<file path="config.mk">
export PLATFORM = sky130hd
export DESIGN_NAME = dragon_body
export DESIGN_NICKNAME = d
export VERILOG_FILES = /design/src/rtl/dragon_pkg.sv /design/src/rtl/dragon_segment_hit.sv /design/src/rtl/dragon_body.sv
export SDC_FILE = /design/constraint.sdc
export NUM_CORES = 1
export LEC_CHECK = 0
export ABC_AREA = 1
export BUFFER_PORTS_ARGS = -buffer_cell sky130_fd_sc_hd__buf_2
export CELL_PAD_IN_SITES_DETAIL_PLACEMENT = 1
export CELL_PAD_IN_SITES_GLOBAL_PLACEMENT = 2
export CORE_MARGIN = 2
export CORE_UTILIZATION = 32
export DETAILED_ROUTE_END_ITERATION = 6
export PLACE_DENSITY_LB_ADDON = 0.1
export SLEW_MARGIN = 15
export SYNTH_ARGS = -nofsm -noshare
export SYNTH_HDL_FRONTEND = slang
export SYNTH_SLANG_ARGS = --single-unit
</file>
<file path="constraint.sdc">
create_clock -name clk -period 1.7 [get_ports clk]
set_clock_uncertainty 0.1 [all_clocks]
set_input_delay 0.34 -clock clk [delete_from_list [all_inputs] [get_ports clk]]
set_output_delay 0.34 -clock clk [all_outputs]
set_load 0.01 [all_outputs]
</file>
<file path="src/rtl/dragon_pkg.sv">
// Constants shared by the dragon head and dragon body blocks: cell and
// heading widths, heading encodings and the off-board parking position.
package dragon_pkg;

  localparam int POS_W = 8;
  localparam int DIR_W = 2;

  typedef enum logic [DIR_W-1:0] {
    DIR_UP    = 2'b00,
    DIR_RIGHT = 2'b01,
    DIR_DOWN  = 2'b10,
    DIR_LEFT  = 2'b11
  } dir_e;

  // Parking cell the head reloads to; the body history starts filled with it.
  localparam logic [POS_W-1:0] DRAGON_RESET_POS = 8'hFB;
  localparam logic [DIR_W-1:0] DRAGON_RESET_DIR = DIR_LEFT;

endpackage

</file>
<file path="src/rtl/dragon_segment_hit.sv">
// Combinational player-versus-body test: one comparator per history slot,
// masked to the visible length and OR-reduced.
module dragon_segment_hit
  import dragon_pkg::*;
#(
  parameter int MAX_SEGMENTS = 8,
  parameter int IDX_W        = $clog2(MAX_SEGMENTS)
) (
  input  logic [POS_W-1:0] seg_pos [MAX_SEGMENTS],
  input  logic [IDX_W:0]   length,
  input  logic [POS_W-1:0] player_pos,
  output logic             hit
);

  logic [MAX_SEGMENTS-1:0] match;

  always_comb begin
    match = '0;
    for (int i = 0; i < MAX_SEGMENTS; i++) begin
      match[i] = ((IDX_W+1)'(i) < length) && (seg_pos[i] == player_pos);
    end
  end

  assign hit = |match;

endmodule

</file>
<file path="src/rtl/dragon_body.sv">
// Trailing body of the dragon: shifts the cell vacated by the head into a
// fixed-depth history, serves a registered read port and flags body hits.
module dragon_body
  import dragon_pkg::*;
#(
  parameter int MAX_SEGMENTS = 8,
  parameter int INIT_LENGTH  = 2,
  parameter int MIN_LENGTH   = 1,
  parameter int IDX_W        = $clog2(MAX_SEGMENTS)
) (
  input  logic             clk,
  input  logic             reset,
  input  logic [POS_W-1:0] head_pos,
  input  logic [DIR_W-1:0] head_direction,
  input  logic             grow,
  input  logic             shrink,
  input  logic [POS_W-1:0] player_pos,
  input  logic [IDX_W-1:0] rd_index,
  output logic [POS_W-1:0] rd_pos,
  output logic [DIR_W-1:0] rd_dir,
  output logic             rd_valid,
  output logic [IDX_W:0]   length,
  output logic             body_hit,
  output logic             moved
);

  localparam logic [IDX_W:0] LEN_MAX  = (IDX_W+1)'(MAX_SEGMENTS);
  localparam logic [IDX_W:0] LEN_MIN  = (IDX_W+1)'(MIN_LENGTH);
  localparam logic [IDX_W:0] LEN_INIT = (IDX_W+1)'(INIT_LENGTH);

  logic [POS_W-1:0] prev_head;
  logic [POS_W-1:0] seg_pos [MAX_SEGMENTS];
  logic [DIR_W-1:0] seg_dir [MAX_SEGMENTS];
  logic [IDX_W:0]   length_next;
  logic             shift;
  logic             hit_now;

  // Any change of head cell counts as a move, including multi-cell jumps.
  assign shift = (head_pos != prev_head);

  always_comb begin
    length_next = length;
    if (grow && !shrink) begin
      if (length < LEN_MAX) length_next = length + 1'b1;
    end else if (shrink && !grow) begin
      if (length > LEN_MIN) length_next = length - 1'b1;
    end
  end

  // Every slot shifts regardless of length so growing exposes real history.
  always_ff @(posedge clk or negedge reset) begin
    if (!reset) begin
      prev_head <= DRAGON_RESET_POS;
      for (int i = 0; i < MAX_SEGMENTS; i++) begin
        seg_pos[i] <= DRAGON_RESET_POS;
        seg_dir[i] <= DRAGON_RESET_DIR;
      end
    end else if (shift) begin
      prev_head  <= head_pos;
      seg_pos[0] <= prev_head;
      seg_dir[0] <= head_direction;
      for (int i = 1; i < MAX_SEGMENTS; i++) begin
        seg_pos[i] <= seg_pos[i-1];
        seg_dir[i] <= seg_dir[i-1];
      end
    end
  end

  always_ff @(posedge clk or negedge reset) begin
    if (!reset) begin
      length <= LEN_INIT;
      moved  <= 1'b0;
    end else begin
      length <= length_next;
      moved  <= shift;
    end
  end

  dragon_segment_hit #(
    .MAX_SEGMENTS (MAX_SEGMENTS),
    .IDX_W        (IDX_W)
  ) u_segment_hit (
    .seg_pos    (seg_pos),
    .length     (length),
    .player_pos (player_pos),
    .hit        (hit_now)
  );

  // Read port and hit flag both sample the state as it was before this edge.
  always_ff @(posedge clk or negedge reset) begin
    if (!reset) begin
      rd_pos   <= '0;
      rd_dir   <= '0;
      rd_valid <= 1'b0;
      body_hit <= 1'b0;
    end else begin
      rd_pos   <= seg_pos[rd_index];
      rd_dir   <= seg_dir[rd_index];
      rd_valid <= ({1'b0, rd_index} < length);
      body_hit <= hit_now;
    end
  end

endmodule

</file>
-- Word-level counts from Yosys, hierarchy flattened
Cells that the tools add are included.
Widths: inputs -> output; s select.
- $lt $le $gt $ge: 12
- eq/ne operators: 10
- add/sub/neg operators: 2
- muxes and demuxes: 10
- reductions and logical operators: 16
- bitwise logic cells: 1
- operators with widths (operator ; number):
    $eq 8x8->1 ; 8
    $bmux 8 s3 ; 1
    $lt 3x4->1 const A ; 4
    $mux 4 ; 4
    $mux 8 ; 2
    $logic_and 1x1->1 ; 10
    $lt 1x4->1 const A ; 2
    $lt 2x4->1 const A ; 2
    $ne 8x8->1 ; 1
    $reduce_or 8->1 ; 1
    $bmux 2 s3 ; 1
    $add 4x1->4 const B ; 1
    $ge 4x4->1 const B ; 1
    $gt 4x1->1 const B ; 1
    $lt 3x4->1 ; 1
    $lt 4x4->1 const B ; 1
    $mux 2 ; 2
    $not 3->4 ; 1
    $reduce_bool 2->1 ; 2
    $sub 4x1->4 const B ; 1
    $reduce_and 3->1 ; 1
    $logic_not 1->1 ; 2
    $ne 2x1->1 const B ; 1
- output and inout port bits: 17
- word-level logic and storage cells: 74
- register bits: 105
- input bits: 25

-- Depth between registers and ports, before layout
Gate-level depths: netlist (run 1).
- depth after elaboration: 4
- gate-level depth with buffers: 11
- mapped depth without buffers: 10

-- Modules after synthesis
Synthesis (run 1) repeated with hierarchy kept, for this count alone.
- cells, all modules: 866
- area, all modules: 6229.7 µm²
- modules (own cells, without submodules) (module ; cells an instance ; sequential area each (µm²) ; area each (µm²) ; times used):
    dragon_body ; 600 ; 2727.6 ; 4951.0 ; 1
    dragon_segment_hit ; 266 ; 0.0 ; 1278.7 ; 1

-- Worst setup path after synthesis (run 1)
Ideal clock, no wire load.
- path type: flip-flop to flip-flop
- start point: register length[1]
- end point: register length[2]
- slack: 0.000 ns
- library setup time: 0.123 ns
- data required time: 1.477 ns
- arrival time: 1.476 ns
- cell stages (with the launch flop): 9
- period minus slack after synthesis: 1.700 ns
- buffers on the path: 0
- cells stage by stage: dfstp_2 -> inv_1 -> ha_1 -> o21ai_0 -> or2_1 -> nand2_1 -> inv_2 -> nand2_1 -> xor2_1
- longest elaborated chain between the ends: 4
- elaborated cells between the ends (all ways): 11
- classes of those cells: add/sub (2); order compare (2); eq/ne (1); mux (4); reduce/logical (2)
- RTL lines (element ; RTL line ; text):
    start: declaration ; dragon_body.sv:22 ; output logic [IDX_W:0] length,
    start signal: assignment ; dragon_body.sv:74 ; length <= length_next;
    $sub 4x1->4 ; dragon_body.sv:46 ; if (length > LEN_MIN) length_next = length - 1'b1;
    $mux 4 ; dragon_body.sv:46 ;
    $mux 4 ; dragon_body.sv:45 ; end else if (shrink && !grow) begin
    $mux 4 ; dragon_body.sv:43 ; if (grow && !shrink) begin
Parallel ways exist; a longest one is shown, timed or not. The select of a mux whose other input is x is not followed.
A chain may end at the register's enable or synchronous reset.

-- Worst setup path in the final report (run 1)
- start point: register prev_head[0]
- end point: register seg_pos[15] (netlist name)
- longest elaborated chain between the ends: 1
- RTL lines (element ; RTL line ; text):
    start: declaration ; dragon_body.sv:31 ; logic [POS_W-1:0] prev_head;
    start signal: assignment ; dragon_body.sv:59 ; prev_head <= head_pos;
    $ne 8x8->1 ; dragon_body.sv:39 ; assign shift = (head_pos != prev_head);
    end signal: indexed assignment ; dragon_body.sv:63 ; seg_pos[i] <= seg_pos[i-1];
    end: declaration ; dragon_body.sv:32 ; logic [POS_W-1:0] seg_pos [MAX_SEGMENTS];
No other way between the ends.

==> metrics.md, run 1 <==
| Metric | Value |
|---|---|
| Hold/Removal Path Class | `primary input to register` |
| First-pass GRT wire length | `30.0 mm` |
| # nets final | `around 860` |
| Overall routing resource usage | `20.0%` |
| Run status | `complete, but fails checks` |
| Hold Path Depth | `3` |
| Failing checks | `setup timing` |
| Die width | `around 140 um` |
| Initial antenna violation count | `0` |
| Max-slew violations | `0` |
| Pwr Density | `933 nW/um^2` |
| Total CTS buffers | `9` |
| Most frequent cells in the layout | `nand2_1 (188), inv_1 (103), dfstp_2 (80)` |
| CTS tree | `yes` |
| Final min period | `1.78 ns` |
| Fill count | `between 2000 and 2500` |
| Synth Cell Area | `a little under 6000 sq um` |
| Row cnt | `49` |
| Syn_area_per_cell | `7.65 sq um` |
| Slew HR | `about 72%` |
| # port buffers | `41` |
| DRT antenna net count | `0` |
| Worst Path Max Fanout | `9` |
| Routability cong. | `between 0.8 and 0.9` |
| Clk Latency, worst-skew pair | `0.36 ns` |
| R2R cell count | `7` |
| Synth warn | `0` |
| Register clock-pin slew on the reported worst setup and hold paths | `around 0.080 ns` |
| Ant. Diodes | `0` |
| TritonRoute pass-1 iters | `4` |
| Worst EP required | `about 1.9 ns` |
| Final worst slack | `-0.0813 ns` |
| Highest Clock Rate | `0.561 GHz` |
| Yosys top cell by area | `dfstp_2` |
| Drt total wl | `19.0 mm` |
| Post-synthesis register bit count | `roughly 110` |
| Core ar. | `approximately 18000 sq um` |
| Final Hold Vio Count | `0` |
| RSZ-0062 raised after global routing | `true` |
| Clock Sinks | `105` |
| CP Capture Type | `register` |
| Seq/Total Area, Yosys | `46.5%` |
| Synth Instances | `768` |
| Hold_ws | `roughly 0.087 ns` |
| Io pins | `42` |
| DR WL/cell | `17.9 um` |
| Mapped Nets | `800` |
| Root buffer cell | `clkbuf_16` |
| Largest net degree at the start of global routing | `between 40 and 50` |
| Crit Path Category | `register to register` |
| Vias after detailed routing | `5155` |
| Layout cell share with drive strength beyond 1 | `33.7%` |
| Ranking of synthesized cells by area | `dfstp_2 (36%), nand2_1 (14%), dfrtp_1 (11%), inv_1 (6.7%), o21ai_1 (6.0%)` |
| Final HPWL DP | `13.3 mm` |
| DIE HEIGHT | `between 100 and 150 um` |
| Vias in the first global route | `~5300` |
| Drt initial violations | `209` |
| DR vias/cell | `4.84` |
| Worst Setup Start Kind | `register` |
| Unique cell type count in the Yosys netlist | `28` |
| Total power | `6.91 mW` |
| GRT Residual Overflow | `0` |
| P&R area growth vs syn | `26.3%` |
| Standby leakage power | `3.62 nW` |
| H-Tree Level Count | `3` |
| Synth top area share | `35.8%` |
| Max_cap viols | `0` |
| Fin crit share | `105%` |
| Setup violations, final | `60` |
| Worst-case clock buffer depth | `2` |
| Most common cell after layout, fill and taps aside | `nand2_1` |
| Final core occ | `between 40% and 50%` |
| Die area | `19400 sq um` |
| Maximum VDD drop | `0.489 mV` |
| Actual slew at the worst max-slew pin | `0.414 ns` |
| Initial Util | `32.7%` |
| CP Data Arrival Time | `slightly below 2 ns` |
| DR DRC count | `0` |
final timing paths:
path	from	endpoint	slack (ns)
worst max register to register	prev_head[0]$_DFFE_PN1P_	seg_pos[15]$_DFFE_PN1P_	-0.08
worst min-delay path	head_direction[1]	seg_dir[15]$_DFFE_PN1P_	0.09
max in group asynchronous	reset	seg_pos[13]$_DFFE_PN1P_	0.55
worst max-delay path	prev_head[0]$_DFFE_PN1P_	seg_pos[15]$_DFFE_PN1P_	-0.08
worst min register to register	seg_dir[12]$_DFFE_PN1P_	seg_dir[10]$_DFFE_PN1P_	0.37
min in group asynchronous	reset	length[0]$_DFFE_PN0P_	0.36
sequential cells by signal (all words and copies together), names as in the netlist:
name,cells
moved,1
seg_dir,16
seg_pos,64
rd_dir,2
length,4
body_hit,1
rd_valid,1
rd_pos,8
prev_head,8
metrics by stage:
stage,setup WS [ns],cells,TNS [ns],area (sq um)
final,-0.0813,1064,-2.97,7410
after global routing,-0.148,1064,-8.01,7410
after CTS,-0.0608,1058,-2.24,7100
after detailed placement,-0.253,1028,-2.41,6560
after global placement,-0.118,1028,-0.118,6560
after floorplan,0.0000561,768,0,5870
Yosys cell counts, drive strengths merged:
| master | number |
|---|---|
| xnor2 | 17 |
| o211ai | 1 |
| nand3 | 13 |
| o21ai | 125 |
| nand2 | 226 |
| ha | 7 |
| a21boi | 1 |
| clkbuf | 30 |
| dfstp | 80 |
| a31oi | 10 |
| xor2 | 12 |
| nand4 | 10 |
| or2 | 1 |
| o31ai | 1 |
| nor2 | 38 |
| inv | 106 |
| o21a | 1 |
| buf | 17 |
| a21oi | 47 |
| dfrtp | 25 |
critical path, cell delays in order, from the launching register on:
cell and delay (ns):
dfstp_2 0.57, xnor2_2 0.13, nand2_2 0.09, nor2_4 0.13
nand4_4 0.17, buf_12 0.22, clkbuf_16 0.17, o21ai_1 0.12
logic make-up (layout without fill, tap and decap cells):
family	Yosys count	count (layout)	synth area share [%]
buffers and inverters	153	220	11.4
XOR/XNOR	29	29	4.33
AO/OA/AOI/OAI	186	186	16.9
flip-flops	105	105	46.5
AND/OR/NAND/NOR	288	288	19.5
adder cells (fa/ha/maj)	7	7	1.49
layer usage:
| layer | up-vias | wire, um | part of all wire [%] | track usage (%) |
|---|---|---|---|---|
| met1 | 2554 | 9410 | 49 | 28.6 |
| met2 | 49 | 9020 | 47 | 32.3 |
| li1 | 2540 | - | - | - |
| met3 | 12 | 394 | 2.1 | 2.99 |
| met5 | - | 0 | 0 | 0 |
| met4 | 0 | 187 | 0.98 | 4.15 |
timing repair:
action                                  in CTS  in global routing
setup buffers                                3                  3
gates cloned                                 2                  3
resized for setup                           31                 65
pin swaps                                    6                 10
endpoints found under the setup margin      56                 86
hold buffers                                 9                  0
hold endpoints to repair                    15                  0
where the power goes:
part | total (mW) | internal, mW | switching (mW)
registers | 3.08 | 2.85 | 0.230
clock network | 2.07 | 1.05 | 1.02
logic | 1.77 | 0.719 | 1.05
cell type report:
cell class | instances | area (sq um) | share of cell area (%)
Tap cell | 229 | 287 | 3.86
Clock inverter | 5 | 40.0 | 0.540
Inverter | 106 | 398 | 5.37
Multi-Input combinational cell | 510 | 2770 | 37.3
Clock buffer | 11 | 243 | 3.27
Timing Repair Buffer | 98 | 950 | 12.8
Sequential cell | 105 | 2730 | 36.8
Power figures use the tool's default switching activity.
==> run 2: changes to the inputs <==
- CAP_MARGIN: not set -> 15
- CORE_UTILIZATION: 32 -> 30
==> metrics.md, run 2 (synthesis gave the netlist of run 1 again) <==
| Metric | Value |
|---|---|
| Run status | `complete, but fails checks (unchanged)` |
| Failing checks | `setup timing (unchanged)` |
| Die width | `144 um (was 139 um)` |
| P&R area growth vs syn | `23.8% (was 26.3%)` |
| TritonRoute pass-1 iters | `4 (unchanged)` |
| Biggest regs | `seg_pos (64), seg_dir (16) (unchanged)` |
| Final Hold Vio Count | `0 (unchanged)` |
| DIE HEIGHT | `144 um (was 139 um)` |
| Most common cell after layout, fill and taps aside | `nand2_1 (unchanged)` |
| Placed cell count | `1061 (was 1028)` |
| Register area | `2730 sq um (unchanged)` |
| Clk Latency, worst-skew pair | `0.37 ns (was 0.36 ns)` |
| Overall routing resource usage | `19.0% (was 20.0%)` |
| Worst Path Max Fanout | `16 (was 9)` |
| Drt total wl | `18.9 mm (was 19.0 mm)` |
| Initial Util | `30.4% (was 32.7%)` |
| Pwr Density | `957 nW/um^2 (was 933 nW/um^2)` |
| Maximum VDD drop | `0.459 mV (was 0.489 mV)` |
| Ant. Diodes | `0 (unchanged)` |
| GRT Residual Overflow | `0 (unchanged)` |
| Final HPWL DP | `13.3 mm (about the same)` |
| Actual slew at the worst max-slew pin | `0.357 ns (was 0.414 ns)` |
| First-pass GRT wire length | `29.7 mm (was 30.0 mm)` |
| Root buffer cell | `clkbuf_16 (unchanged)` |
| Setup violations, final | `62 (was 60)` |
| Final worst slack | `-0.0549 ns (was -0.0813 ns)` |
| Vias after detailed routing | `5166 (was 5155)` |
| Place WS | `-0.108 ns (was -0.253 ns)` |
| Vias in the first global route | `5281 (was 5268)` |
| CP Capture Type | `register (unchanged)` |
| DRT antenna net count | `0 (unchanged)` |
| Max_cap viols | `0 (unchanged)` |
| Max-slew violations | `0 (unchanged)` |
| Register clock-pin slew on the reported worst setup and hold paths | `0.08 ns (about the same)` |
| # nets final | `857 (was 862)` |
| Hold/Removal Path Class | `primary input to register (unchanged)` |
| RSZ-0062 raised after global routing | `true (unchanged)` |
| Total CTS buffers | `9 (unchanged)` |
| Non-filler cells, final | `1095 (was 1064)` |
| CTS tree | `yes (unchanged)` |
| Standby leakage power | `3.56 nW (was 3.62 nW)` |
| Worst-case clock buffer depth | `2 (unchanged)` |
| Multi-input gate area | `2670 sq um (was 2770 sq um)` |
| CP Data Arrival Time | `1.95 ns (was 1.97 ns)` |
| Worst Setup Start Kind | `register (unchanged)` |
| DR WL/cell | `17.2 um (was 17.9 um)` |
| Die area | `20700 sq um (was 19400 sq um)` |
| Clock Sinks | `105 (unchanged)` |
| Crit Path Category | `register to register (unchanged)` |
| Fin crit share | `103% (was 105%)` |
| Row cnt | `51 (was 49)` |
| Worst EP required | `1.90 ns (was 1.89 ns)` |
| DR DRC count | `0 (unchanged)` |
| Final min period | `1.75 ns (was 1.78 ns)` |
| # port buffers | `41 (unchanged)` |
| Reg with most FFs | `seg_pos (unchanged)` |
| Io pins | `42 (unchanged)` |
| Largest net degree at the start of global routing | `41 (was 43)` |
| Core ar. | `19300 sq um (was 18000 sq um)` |
| H-Tree Level Count | `3 (unchanged)` |
| Fill count | `2314 (was 2187)` |
| Initial antenna violation count | `0 (unchanged)` |
| Routability cong. | `0.787 (was 0.801)` |
| DR vias/cell | `4.72 (was 4.84)` |
| Layout cell share with drive strength beyond 1 | `29.5% (was 33.7%)` |
| Highest Clock Rate | `0.570 GHz (was 0.561 GHz)` |
| Slew HR | `76.0% (was 72.4%)` |
| Most frequent cells in the layout | `nand2_1 (205), inv_1 (103), dfstp_2 (80) (was nand2_1 (188), inv_1 (103), dfstp_2 (80))` |
| Drt initial violations | `195 (was 209)` |
| Number of flip-flops in the largest register | `64 (unchanged)` |
-- run 2: changes by cell type in the layout (fill, tap and decap cells not counted), moves of 2 or more --
cell,previous run,this run
o21ai_1,39,50
nand2_1,188,205
nand2_2,38,20
o21ai_2,42,31
inv_2,3,1
inv_6,0,3
buf_12,15,11
nor2_4,2,0
inv_4,0,2
-- run 2: per-stage QoR --
stage | instance area (sq um) | utilization (%) | setup TNS (ns) | hold WS, ns | total power [mW]
6_report | 7270 | 37.6 | -1.55 | 0.0715 | 6.96
5_1_grt | 7270 | 37.6 | -7.76 | 0.0648 | 7.40
4_1_cts | 6960 | 36.0 | -0.0772 | 0.0554 | 6.94
3_5_place_dp | 6540 | 33.8 | -0.210 | 0.172 | 4.68
3_3_place_gp | 6540 | 33.8 | -0.0814 | 0.171 | 4.65
2_1_floorplan | 5870 | - | 0 | -0.0556 | 3.95
-- run 2: worst max-delay path, cell delays in order (launching register included) --
cell and delay [ns]:
dfstp_2 0.56, xnor2_2 0.13, nand2_1 0.10, nor2_2 0.14
nand4_4 0.15, buf_12 0.20, clkbuf_16 0.18, o21ai_1 0.13
-- run 2: path summary, 6_finish.rpt --
| path | start | to | slack, ns | cells after the start |
|---|---|---|---|---|
| worst max-delay path | prev_head[7]$_DFFE_PN1P_ | seg_pos[47]$_DFFE_PN1P_ | -0.05 | 7 |
| worst min-delay path | head_direction[1] | seg_dir[15]$_DFFE_PN1P_ | 0.07 | 3 |
| worst max register to register | prev_head[7]$_DFFE_PN1P_ | seg_pos[47]$_DFFE_PN1P_ | -0.05 | 7 |
| worst min register to register | seg_dir[11]$_DFFE_PN1P_ | seg_dir[9]$_DFFE_PN1P_ | 0.38 | 2 |
| max in group asynchronous | reset | prev_head[0]$_DFFE_PN1P_ | 0.59 | 3 |
| min in group asynchronous | reset | rd_pos[7]$_DFF_PN0_ | 0.33 | 2 |
-- run 2: power by group --
| group | switching [mW] | internal (mW) | leakage, nW |
|---|---|---|---|
| clock | 1.10 | 1.04 | 0.138 |
| combinational | 1.03 | 0.723 | 2.30 |
| sequential | 0.224 | 2.85 | 1.13 |
| total | 2.35 | 4.61 | 3.56 |
-- run 2: layout make-up --
type	instances	area share [%]
clock buffers	10	3.15
flip-flops and latches	105	37.5
repair buffers	93	11.7
well taps	265	4.56
clock inverters	6	0.775
inverters	106	5.54
multi-input cells	510	36.7
-- run 2: what timing repair did --
item,4_1_cts,5_1_grt
buffers inserted,0,5
hold endpoints to repair,15,0
resized for setup,15,51
hold buffers,9,0
gates cloned,0,4
pin swaps,2,2
endpoints found under the setup margin,20,78
-- run 2: layer usage --
metal	wire length (um)	GRT usage [%]	part of all wire, %	vias up
met5	0	0	0	-
met4	238	4.08	1.3	0
met3	438	3.60	2.3	19
met2	8840	30.3	47	64
met1	9340	26.7	50	2559
li1	-	-	-	2524
==> run 3: changes to the inputs <==
- CORE_MARGIN: 2 -> 4
- CORE_UTILIZATION: 30 -> 36
- clock period: 1.7 -> 2 ns (I/O delays scaled with it)
==> metrics.md, run 3 (synthesis gave the netlist of run 1 again) <==
| Metric | Value |
|---|---|
| Die area | `18400 sq um (was 20700 sq um)` |
| Non-filler cells, final | `1015 (was 1095)` |
| CP Data Arrival Time | `1.99 ns (was 1.95 ns)` |
| Vias in the first global route | `5148 (was 5281)` |
| Setup violations, final | `0 (was 62)` |
| Max_cap viols | `0 (unchanged)` |
| Largest net degree at the start of global routing | `53 (was 41)` |
| Pwr Density | `865 nW/um^2 (was 957 nW/um^2)` |
| Slew HR | `71.5% (was 76.0%)` |
| Core ar. | `15900 sq um (was 19300 sq um)` |
| Routability cong. | `0.804 (was 0.787)` |
| M1 wire length | `8.62 mm (was 9.34 mm)` |
| Crit Path Category | `register to register (unchanged)` |
| CP Capture Type | `register (unchanged)` |
| Most common cell after layout, fill and taps aside | `nand2_1 (unchanged)` |
| Place WS | `0.0306 ns (was -0.108 ns)` |
| DR top layer | `met4 (unchanged)` |
| Final Hold Vio Count | `0 (unchanged)` |
| Placed Instance Area | `6280 sq um (was 6540 sq um)` |
| Met2 WL | `7.79 mm (was 8.84 mm)` |
| Clock Sinks | `105 (unchanged)` |
| Detailed-routed wire length on met3 | `586 um (was 438 um)` |
| Run status | `finished, final reports clean (was complete, but fails checks)` |
| Final core occ | `41.6% (was 37.6%)` |
| Reg with most FFs | `seg_pos (unchanged)` |
| Hold/Removal Path Class | `primary input to register (unchanged)` |
| P&R area growth vs syn | `13.0% (was 23.8%)` |
| CTS tree | `yes (unchanged)` |
| Total CTS buffers | `9 (unchanged)` |
| Vias after detailed routing | `4973 (was 5166)` |
| Clk Latency, worst-skew pair | `0.36 ns (was 0.37 ns)` |
| DR vias/cell | `4.90 (was 4.72)` |
| Layout cell share with drive strength beyond 1 | `21.4% (was 29.5%)` |
| Final worst slack | `0.150 ns (was -0.0549 ns)` |
| Register area | `2730 sq um (about the same)` |
| DR DRC count | `0 (unchanged)` |
| Fin crit share | `92.5% (was 103%)` |
| Number of flip-flops in the largest register | `64 (unchanged)` |
| TritonRoute pass-1 iters | `4 (unchanged)` |
| Maximum VDD drop | `0.419 mV (was 0.459 mV)` |
| Ant. Diodes | `0 (unchanged)` |
| Max-slew violations | `0 (unchanged)` |
| Setup TNS | `0 ns (was -1.55 ns)` |
| # nets final | `826 (was 857)` |
| H-Tree Level Count | `3 (unchanged)` |
| Final HPWL DP | `12.3 mm (was 13.3 mm)` |
| GRT Residual Overflow | `0 (unchanged)` |
| Die width | `136 um (was 144 um)` |
| RSZ-0062 raised after global routing | `false (was true)` |
| Worst Path Max Fanout | `5 (was 16)` |
| Worst EP required | `2.14 ns (was 1.90 ns)` |
| Fin area | `6630 sq um (was 7270 sq um)` |
| Fill count | `2025 (was 2314)` |
| Root buffer cell | `clkbuf_16 (unchanged)` |
| Worst-case clock buffer depth | `2 (unchanged)` |
| Overall routing resource usage | `19.7% (was 19.0%)` |
| Initial Util | `36.8% (was 30.4%)` |
| Row cnt | `46 (was 51)` |
| Final min period | `1.85 ns (was 1.75 ns)` |
| Biggest regs | `seg_pos (64), seg_dir (16) (unchanged)` |
| Highest Clock Rate | `0.541 GHz (was 0.570 GHz)` |
| Actual slew at the worst max-slew pin | `0.423 ns (was 0.357 ns)` |
| Register clock-pin slew on the reported worst setup and hold paths | `0.07 ns (was 0.08 ns)` |
| DR WL/cell | `17.0 um (was 17.2 um)` |
| Drt total wl | `17.3 mm (was 18.9 mm)` |
| Drt initial violations | `249 (was 195)` |
| DIE HEIGHT | `136 um (was 144 um)` |
| Standby leakage power | `3.32 nW (was 3.56 nW)` |
| DRT antenna net count | `0 (unchanged)` |
| Initial antenna violation count | `0 (unchanged)` |
| Multi-input gate area | `2480 sq um (was 2670 sq um)` |
| Io pins | `42 (unchanged)` |
| Most frequent cells in the layout | `nand2_1 (226), inv_1 (105), dfstp_2 (80) (was nand2_1 (205), inv_1 (103), dfstp_2 (80))` |
| # port buffers | `41 (unchanged)` |
| First-pass GRT wire length | `28.2 mm (was 29.7 mm)` |
| Placed cell count | `995 (was 1061)` |
| Worst Setup Start Kind | `register (unchanged)` |
==> run 3: cell count changes in the layout (fill, tap and decap cells not counted), moves of 3 or more <==
cell and delta:
o21ai_2 -20, o21ai_1 +20, nand2_1 +21, buf_12 -5, clkbuf_16 -3, buf_4 -12
nand2_2 -20, dlygate4sd3_1 -8
==> run 3: stage by stage <==
stage / hold slack (ns) / power [mW]
2_1_floorplan: 0.00441 / 3.36
3_3_place_gp: 0.257 / 3.80
3_5_place_dp: 0.270 / 3.85
4_1_cts: 0.0401 / 5.81
5_1_grt: 0.0408 / 6.09
6_report: 0.0522 / 5.74
==> run 3: routing by layer <==
layer	track usage (%)	up-vias
met4	6.16	0
met3	2.45	18
li1	-	2467
met2	31.0	63
met1	28.4	2425
met5	0	-
==> run 3: what timing repair did <==
action,CTS,global route
endpoints found under the hold margin,7,0
hold buffers,1,0
endpoints found under the setup margin,0,6
buffers inserted,0,3
gates resized for setup,0,2
==> run 3: worst max-delay path, cell delays in order, from the launching register on <==
cell and delay [ns]:
dfstp_2 0.57, inv_1 0.11, ha_1 0.23, o21ai_2 0.17, or2_1 0.13, nand2_1 0.12, inv_2 0.10, nand2_1 0.06
xor2_1 0.14
==> run 3: worst paths after layout <==
check | slack [ns] | startpoint | end | depth (start not counted)
setup / recovery | 0.15 | length[1]$_DFFE_PN1P_ | length[2]$_DFFE_PN0P_ | 8
hold / removal | 0.05 | head_pos[7] | prev_head[7]$_DFFE_PN1P_ | 1
setup reg to reg | 0.15 | length[1]$_DFFE_PN1P_ | length[2]$_DFFE_PN0P_ | 8
hold reg to reg | 0.37 | seg_dir[11]$_DFFE_PN1P_ | seg_dir[9]$_DFFE_PN1P_ | 2
max in group asynchronous | 0.69 | reset | seg_dir[4]$_DFFE_PN1P_ | 3
min in group asynchronous | 0.44 | reset | length[3]$_DFFE_PN0P_ | 2
==> run 3: power breakdown <==
part / internal [mW] / leakage (nW) / total, mW / switching [mW]
Combinational: 0.438 / 2.04 / 1.21 / 0.775
Clock: 1.06 / 0.152 / 1.93 / 0.869
Sequential: 2.42 / 1.13 / 2.60 / 0.179
Total: 3.91 / 3.32 / 5.74 / 1.82
==> run 3: cell type report <==
class                      instances  area share (%)
sequential                       105            41.1
clock buffer                      11            3.83
inverter                         106            6.00
timing repair buffer              62            6.68
multi-input combinational        510            37.4
tap                              216            4.07
clock inverter                     5           0.905
